`config.mk`:
```
export PLATFORM = sky130hd
export DESIGN_NAME = sub16_serial_flat
export DESIGN_NICKNAME = d
export VERILOG_FILES = /design/src/rtl/sub16_serial_if.sv /design/src/rtl/sub16_serial.sv /design/src/flat_wrapper.sv
export SDC_FILE = /design/constraint.sdc
export NUM_CORES = 1
export LEC_CHECK = 0
export ABC_AREA = 0
export BUFFER_PORTS_ARGS = -buffer_cell sky130_fd_sc_hd__buf_2
export CORE_MARGIN = 2
export CORE_UTILIZATION = 37
export CTS_BUF_LIST = sky130_fd_sc_hd__clkbuf_8
export CTS_CLUSTER_DIAMETER = 40
export DETAILED_ROUTE_END_ITERATION = 6
export PLACE_DENSITY = 0.62
export SKIP_LAST_GASP = 1
export SLEW_MARGIN = 20
export SYNTH_ARGS = -nofsm -noshare
export SYNTH_HDL_FRONTEND = slang
export SYNTH_SLANG_ARGS = --single-unit
```
`constraint.sdc`:
```
create_clock -name clk -period 3.3 [get_ports clk]
set_clock_uncertainty 0.15 [all_clocks]
set_input_delay 0.33 -clock clk [delete_from_list [all_inputs] [get_ports clk]]
set_output_delay 0.33 -clock clk [all_outputs]
set_load 0.005 [all_outputs]
```
`src/rtl/sub16_serial_if.sv`:
```
// Start/busy/done handshake and operand/result bundle between the ALU controller
// and the serial 16-bit subtractor.
interface sub16_serial_if;
  logic        start;
  logic [15:0] a;
  logic [15:0] b;
  logic        borrowIn;
  logic        busy;
  logic        done;
  logic [15:0] diff;
  logic        borrowOut;
  logic        overflow;
  logic        zero;

  modport master (
    output start, a, b, borrowIn,
    input  busy, done, diff, borrowOut, overflow, zero
  );

  modport slave (
    input  start, a, b, borrowIn,
    output busy, done, diff, borrowOut, overflow, zero
  );
endinterface

```
`src/rtl/sub16_serial.sv`:
```
// Serial 16-bit subtractor: computes a - b - borrowIn one nibble per clock through
// a single time-multiplexed 4-bit carry-lookahead slice, with borrow/overflow/zero flags.
module sub16_serial (
  input  logic           clk,
  input  logic           rst,
  sub16_serial_if.slave  bus
);

  typedef enum logic [1:0] {
    IDLE = 2'd0,
    RUN  = 2'd1,
    DONE = 2'd2
  } state_t;

  state_t      state_reg, state_next;
  logic [15:0] a_reg, b_reg;
  logic [15:0] diff_reg, diff_next;
  logic        carry_reg;
  logic [1:0]  idx_reg;
  logic        borrow_out_reg, overflow_reg, zero_reg;
  logic        accept;

  logic [3:0]  a_nib, b_nib_n, nib_sum, g, p;
  logic [4:0]  c;

  // Subtraction is a + ~b + carry, where the carry is the inverted borrow.
  assign a_nib   = a_reg[{idx_reg, 2'b00} +: 4];
  assign b_nib_n = ~b_reg[{idx_reg, 2'b00} +: 4];

  genvar gi;
  generate
    for (gi = 0; gi < 4; gi++) begin : g_pg
      assign g[gi]       = a_nib[gi] & b_nib_n[gi];
      assign p[gi]       = a_nib[gi] ^ b_nib_n[gi];
      assign nib_sum[gi] = p[gi] ^ c[gi];
    end
  endgenerate

  // Fully expanded lookahead carries so the slice stays one level of AND-OR deep.
  assign c[0] = carry_reg;
  assign c[1] = g[0] | (p[0] & c[0]);
  assign c[2] = g[1] | (p[1] & g[0]) | (p[1] & p[0] & c[0]);
  assign c[3] = g[2] | (p[2] & g[1]) | (p[2] & p[1] & g[0])
              | (p[2] & p[1] & p[0] & c[0]);
  assign c[4] = g[3] | (p[3] & g[2]) | (p[3] & p[2] & g[1])
              | (p[3] & p[2] & p[1] & g[0])
              | (p[3] & p[2] & p[1] & p[0] & c[0]);

  always_comb begin
    state_next = state_reg;
    accept     = 1'b0;
    case (state_reg)
      IDLE: begin
        if (bus.start) begin
          accept     = 1'b1;
          state_next = RUN;
        end
      end
      RUN: begin
        if (idx_reg == 2'd3) begin
          state_next = DONE;
        end
      end
      DONE: begin
        if (bus.start) begin
          accept     = 1'b1;
          state_next = RUN;
        end else begin
          state_next = IDLE;
        end
      end
      default: state_next = IDLE;
    endcase
  end

  always_comb begin
    diff_next = diff_reg;
    if (state_reg == RUN) begin
      diff_next[{idx_reg, 2'b00} +: 4] = nib_sum;
    end
  end

  always_ff @(posedge clk) begin
    if (rst) begin
      state_reg      <= IDLE;
      a_reg          <= 16'h0000;
      b_reg          <= 16'h0000;
      diff_reg       <= 16'h0000;
      carry_reg      <= 1'b0;
      idx_reg        <= 2'd0;
      borrow_out_reg <= 1'b0;
      overflow_reg   <= 1'b0;
      zero_reg       <= 1'b0;
    end else begin
      state_reg <= state_next;
      if (accept) begin
        a_reg     <= bus.a;
        b_reg     <= bus.b;
        carry_reg <= ~bus.borrowIn;
        idx_reg   <= 2'd0;
      end else if (state_reg == RUN) begin
        diff_reg  <= diff_next;
        carry_reg <= c[4];
        idx_reg   <= idx_reg + 2'd1;
        // Flags are captured with the last nibble so they stay aligned with diff.
        if (idx_reg == 2'd3) begin
          borrow_out_reg <= ~c[4];
          overflow_reg   <= (a_reg[15] != b_reg[15]) && (diff_next[15] != a_reg[15]);
          zero_reg       <= (diff_next == 16'h0000);
        end
      end
    end
  end

  assign bus.busy      = (state_reg == RUN);
  assign bus.done      = (state_reg == DONE);
  assign bus.diff      = diff_reg;
  assign bus.borrowOut = borrow_out_reg;
  assign bus.overflow  = overflow_reg;
  assign bus.zero      = zero_reg;

endmodule
```
`src/flat_wrapper.sv`:
```
// flat-port wrapper written by rule: the top's interface ports become plain ports
module sub16_serial_flat 
  (clk, rst, bus_start, bus_a, bus_b, bus_borrowIn, bus_busy, bus_done, bus_diff, bus_borrowOut, bus_overflow, bus_zero);
  sub16_serial_if bus_i ();
  input  logic clk;
  input  logic rst;
  input wire logic [$bits(bus_i.start)-1:0] bus_start;
  input wire logic [$bits(bus_i.a)-1:0] bus_a;
  input wire logic [$bits(bus_i.b)-1:0] bus_b;
  input wire logic [$bits(bus_i.borrowIn)-1:0] bus_borrowIn;
  output wire logic [$bits(bus_i.busy)-1:0] bus_busy;
  output wire logic [$bits(bus_i.done)-1:0] bus_done;
  output wire logic [$bits(bus_i.diff)-1:0] bus_diff;
  output wire logic [$bits(bus_i.borrowOut)-1:0] bus_borrowOut;
  output wire logic [$bits(bus_i.overflow)-1:0] bus_overflow;
  output wire logic [$bits(bus_i.zero)-1:0] bus_zero;
  assign bus_i.start = bus_start;
  assign bus_i.a = bus_a;
  assign bus_i.b = bus_b;
  assign bus_i.borrowIn = bus_borrowIn;
  assign bus_busy = bus_i.busy;
  assign bus_done = bus_i.done;
  assign bus_diff = bus_i.diff;
  assign bus_borrowOut = bus_i.borrowOut;
  assign bus_overflow = bus_i.overflow;
  assign bus_zero = bus_i.zero;
  sub16_serial u_core (.clk(clk), .rst(rst), .bus(bus_i));
endmodule
```
---- Word level (Yosys, flattened, before mapping) ----
Cells that the tools add are included.
cells by class
  reductions and logical operators ........ 9
  muxes and demuxes ....................... 10
  add/subtract/negate cells ............... 2
  shifts and indexed selects .............. 4
  eq/ne operators ......................... 7
  bitwise gates (word level) .............. 42
operators with widths
  kind                      count
  $shiftx A16 B5 Y4         2
  $and A1 B1 Y1             20
  $bwmux W16                1
  $logic_not A16 Y1         1
  $mux W16                  1
  $shift A4 B6 Y16 const A  1
  $shiftx A4 B6 Y16         1
  $or A1 B1 Y1              10
  $xor A1 B1 Y1             8
  $neg A4 Y6                1
  $pmux W2 S3               1
  $mux W1                   5
  $eq A2 B2 Y1 const B      2
  $mux W2                   2
  $not A4 Y4                1
  $reduce_and A2 Y1         2
  $reduce_or A2 Y1          2
  $not A1 Y1                3
  $reduce_and A3 Y1         1
  $add A2 B1 Y2 const B     1
  $eq A2 B1 Y1 const B      1
  $logic_not A2 Y1          1
  $ne A1 B1 Y1              2
  $ne A2 B1 Y1 const B      1
  other kinds (3)           3
storage, ports and cells
  logic and storage cells ................. 83
  output and inout bits ................... 21
  input bits .............................. 36
  register bits ........................... 56

---- Longest topological paths before layout ----
  depth after elaboration ................. 13
  mapped depth ............................ 10

---- Worst setup path before layout ----
No wires, ideal clock.
  path kind ............................... reg-to-reg
  start ................................... reg u_core.idx_reg[0]
  end ..................................... reg u_core.overflow_reg, in the netlist u_core.bus.overflow
  path slack .............................. 196 ps
  cell stages (with the launch flop) ...... 9
  arrival ................................. 2875 ps
  setup time .............................. 79 ps
  path buffers ............................ 2
  required time ........................... 3071 ps
  path through ............................ dfxtp_1 > clkbuf_1 > buf_2 > mux4_2 > ha_1 > a2111o_1 > a41o_1 > o31a_1 > a211oi_2
between the ends
  longest elaborated chain between the ends .. 13
  elaborated cells between the ends (all ways) .. 38
  classes of those cells .................. 1 x add/sub; 2 x eq/ne; 4 x shift; 2 x mux; 27 x bitwise; 2 x reduce/logical
ends and longest elaborated chain
  item                                            RTL line                                RTL
  start: declaration                              sub16_serial.sv:19                      logic [1:0] idx_reg;
  start signal: assignment                        sub16_serial.sv:104                     idx_reg <= idx_reg + 2'd1;
  $shiftx A16 B5 Y4                               sub16_serial.sv:28                      assign b_nib_n = ~b_reg[{idx_reg, 2'b00} +: 4];
  $not A4 Y4                                      sub16_serial.sv:28
  $xor A1 B1 Y1 or $and A1 B1 Y1 (tied branches)  sub16_serial.sv:34, sub16_serial.sv:33
  $and A1 B1 Y1, on equally long branches         sub16_serial.sv:43, sub16_serial.sv:44
  $or A1 B1 Y1 (tied with other cells)            sub16_serial.sv:43                      assign c[3] = g[2] | (p[2] & g[1]) | (p[2] & p[1] & g[0])
  $or A1 B1 Y1 or $and A1 B1 Y1 (tied branches)   sub16_serial.sv:43, sub16_serial.sv:44
  $or A1 B1 Y1                                    sub16_serial.sv:44                      | (p[2] & p[1] & p[0] & c[0]);
  $xor A1 B1 Y1                                   sub16_serial.sv:35                      assign nib_sum[gi] = p[gi] ^ c[gi];
  $shiftx A4 B6 Y16                               sub16_serial.sv:79                      diff_next[{idx_reg, 2'b00} +: 4] = nib_sum;
  $bwmux W16                                      sub16_serial.sv:79
  $mux W16                                        sub16_serial.sv:78                      if (state_reg == RUN) begin
  $ne A1 B1 Y1                                    sub16_serial.sv:108                     overflow_reg <= (a_reg[15] != b_reg[15]) && (diff_next[15] != a_reg[15]);
  $logic_and A1 B1 Y1                             sub16_serial.sv:108
  end signal: assignment                          sub16_serial.sv:108
  end: declaration                                sub16_serial.sv:20                      logic borrow_out_reg, overflow_reg, zero_reg;
Several ways; a longest one is shown, not always the timed one.
A chain may end at the register's enable or synchronous reset.

---- Worst setup path after layout ----
Same ends and word-level chain as after synthesis.

==> impl_metrics.toml <==
[floorplanning]
rows = 30
die_area_sq_um = 7749
core-area_sq_um = 6832
initial_core_util_pct = 38.24
dieWidth_um = 88.03
ioPinCount = 57
die_h_um = 88.03

[logic_synthesis]
synth_cell_types = 41
netlist_area_sq_um = 2613
synth.area.top_cells = "dfxtp_1, nand2_1, a21oi_1, mux4_2, ha_1"
synthArstFlopShare_pct = 0
synth.top_cell.area_share_pct = 42.91
synthTopCellsByCount = "nand2_1, dfxtp_1, a21oi_1"
syn_avg_cell_area_sq_um = 8.510
synth.most_common_cell = "nand2_1"
synthFlopType = "dfxtp_1"
ys_seq_area_share_pct = 42.91
synthCells = 307
syn_nets = 355
synth_edf_count = 0
synth.largest_area_cell = "dfxtp_1"
synth-seq-cells = 56
yosys_warnings = 0

[cells_and_area]
antenna_cells = 0
drive_above_1_share_pct = 22.41
final_core_util_pct = 45.22
area_growth_pct = 18.25
nets = 404
nFillCells = 715

[sta]
setup_viol = 0
setup_tns_ns = 0
finalCriticalPeriod_ns = 3.003
rsz0062_at_grt = "no"
tightestPinTransition_ns = 1.054
fin_crit_sh_pct = 90.99
fmax_ghz = 0.3330
max_slew_margin_pct = 29.71
hold_viol = 0
drv_slew = 0

[clock_network]
path_clk_slew_ns = 0.10
cts_num_sinks = 56
cts_buffers = 5
post_cts_buffers = 0
cts-root-buf = "clkbuf_8"
clk_path_buf_depth = 2
cts_tree = "yes"
htreeDepth = 2
clk_latency_ns = 0.32

[drt]
routed_wl_um = 6291
avgViaCountPerCell = 5.055
vias = 2290
drc_errors = 0
final_antenna_net_count = 0
dr.first_iter.drc_count = 170
dr.pass1.iters = 4
routedWlPerCell_um = 13.89

[critical_path]
worstPathArrival_ns = 3.08
end_kind = "flop"
r2r_cells = 7
crit_required_ns = 3.38
critPathMaxFanout = 15
cp-start-kind = "flop"
crit_type = "reg2reg"

[job]
cap_violations = 0

[min_path]
hold_depth = 3
hold_class = "in2reg"

[pwr]
ir_drop_mv = 0.1937
power_density_nw_per_um2 = 465.7
p_leak_nw = 1.302

[global_routing]
antenna_found_initial = 0
track_usage_pct = 17.02
grt_pass1_vias = 2181
grt_overflow = 0
grt_pass1_wl_um = 10370
grt_start_max_net_pins = 58

[placement]
hpwl_um = 4556
io_buffers = 56
gp_congestion = 0.8871

[outcome]
status = "complete, no violations"
path summary, 6_finish.rpt:
path	start	to	slack, ns
hold / removal	bus_a[6]	u_core.a_reg[6]$_SDFFE_PP0P_	0.09
setup reg to reg	u_core.idx_reg[0]$_SDFFE_PP0P_	u_core.bus.overflow$_SDFFE_PP0P_	0.30
setup / recovery	u_core.idx_reg[0]$_SDFFE_PP0P_	u_core.bus.overflow$_SDFFE_PP0P_	0.30
hold reg to reg	u_core.b_reg[6]$_SDFFE_PP0P_	u_core.b_reg[6]$_SDFFE_PP0P_	0.31
layer usage:
metal  vias up  wire length [um]  track usage [%]
li1       1158                 -                -
met2        60              2902            27.27
met1      1065              3004            23.46
met5         -                 0                0
met3         7               314            3.582
met4         0                69            4.545
layout by cell type (no fill, tap or decap), types with 2 or more instances in the layout:
cell type / synthesis / final
nand2_1: 70 / 70
buf_2: 1 / 56
dfxtp_1: 56 / 55
a21oi_1: 40 / 40
nor2_1: 21 / 21
inv_1: 12 / 12
a22oi_1: 12 / 12
ha_1: 11 / 11
mux4_2: 8 / 8
nor2b_1: 6 / 5
o21ai_0: 5 / 5
clkbuf_8: 0 / 5
nand2b_1: 4 / 4
nand3_1: 4 / 4
buf_4: 0 / 4
xnor2_1: 3 / 3
nor3_1: 3 / 3
and2_1: 3 / 3
nand4_1: 3 / 3
a2bb2oi_1: 3 / 3
a21o_1: 2 / 2
nand3b_1: 2 / 2
or3_1: 2 / 2
a221oi_1: 2 / 2
worst max-delay path, stage by stage (launching register included):
cell	delay, ns
dfxtp_2	0.45
buf_4	0.26
mux4_2	0.54
ha_1	0.38
a2111o_1	0.42
a41o_1	0.26
o31a_1	0.25
a211oi_2	0.20
per-stage QoR:
stage               area [sq um]  power, mW  worst slack (ns)  hold slack [ns]  std cells
floorplan                   2613     0.9176            0.1957           0.2831        307
global placement            2977     0.9956            0.2737           0.2913        445
detailed placement          2977      1.000            0.1736           0.2977        445
CTS                         3088      1.448            0.1426          0.08347        453
global route                3089      1.507            0.1117          0.09604        453
finish                      3089      1.439            0.2973          0.08934        453
cell families (layout without fill, tap and decap cells):
group           Yosys count  after routing  share of synthesized area (%)
simple gates            123            123                          20.79
compound gates           74             74                          17.86
flops                    56             56                          42.91
buf+inv                  31             81                          4.501
fa+ha+maj                12             12                          6.034
mux                       8              8                          6.896
xor+xnor                  3              3                          1.006
power breakdown:
part | leakage, nW | internal (mW) | total (mW) | switching, mW
logic | 0.790 | 0.105 | 0.254 | 0.149
registers | 0.458 | 0.708 | 0.731 | 0.0226
clock network | 0.0541 | 0.225 | 0.454 | 0.229
total | 1.30 | 1.04 | 1.44 | 0.400
repair_timing:
item / CTS / global route
gates resized for setup: 0 / 1
hold endpoints to repair: 0 / 0
hold buffers: 0 / 0
endpoints found under the setup margin: 0 / 2
final cells by class:
cell class,count,area [sq um],area share [%]
clock buffer,5,68.82,2.228
clock inverter,3,42.54,1.377
timing repair buffer,60,310.3,10.04
sequential,56,1122,36.33
multi-input combinational,220,1376,44.55
tap,96,120.1,3.888
inverter,13,48.80,1.580
(Power assumes the default switching activity.)
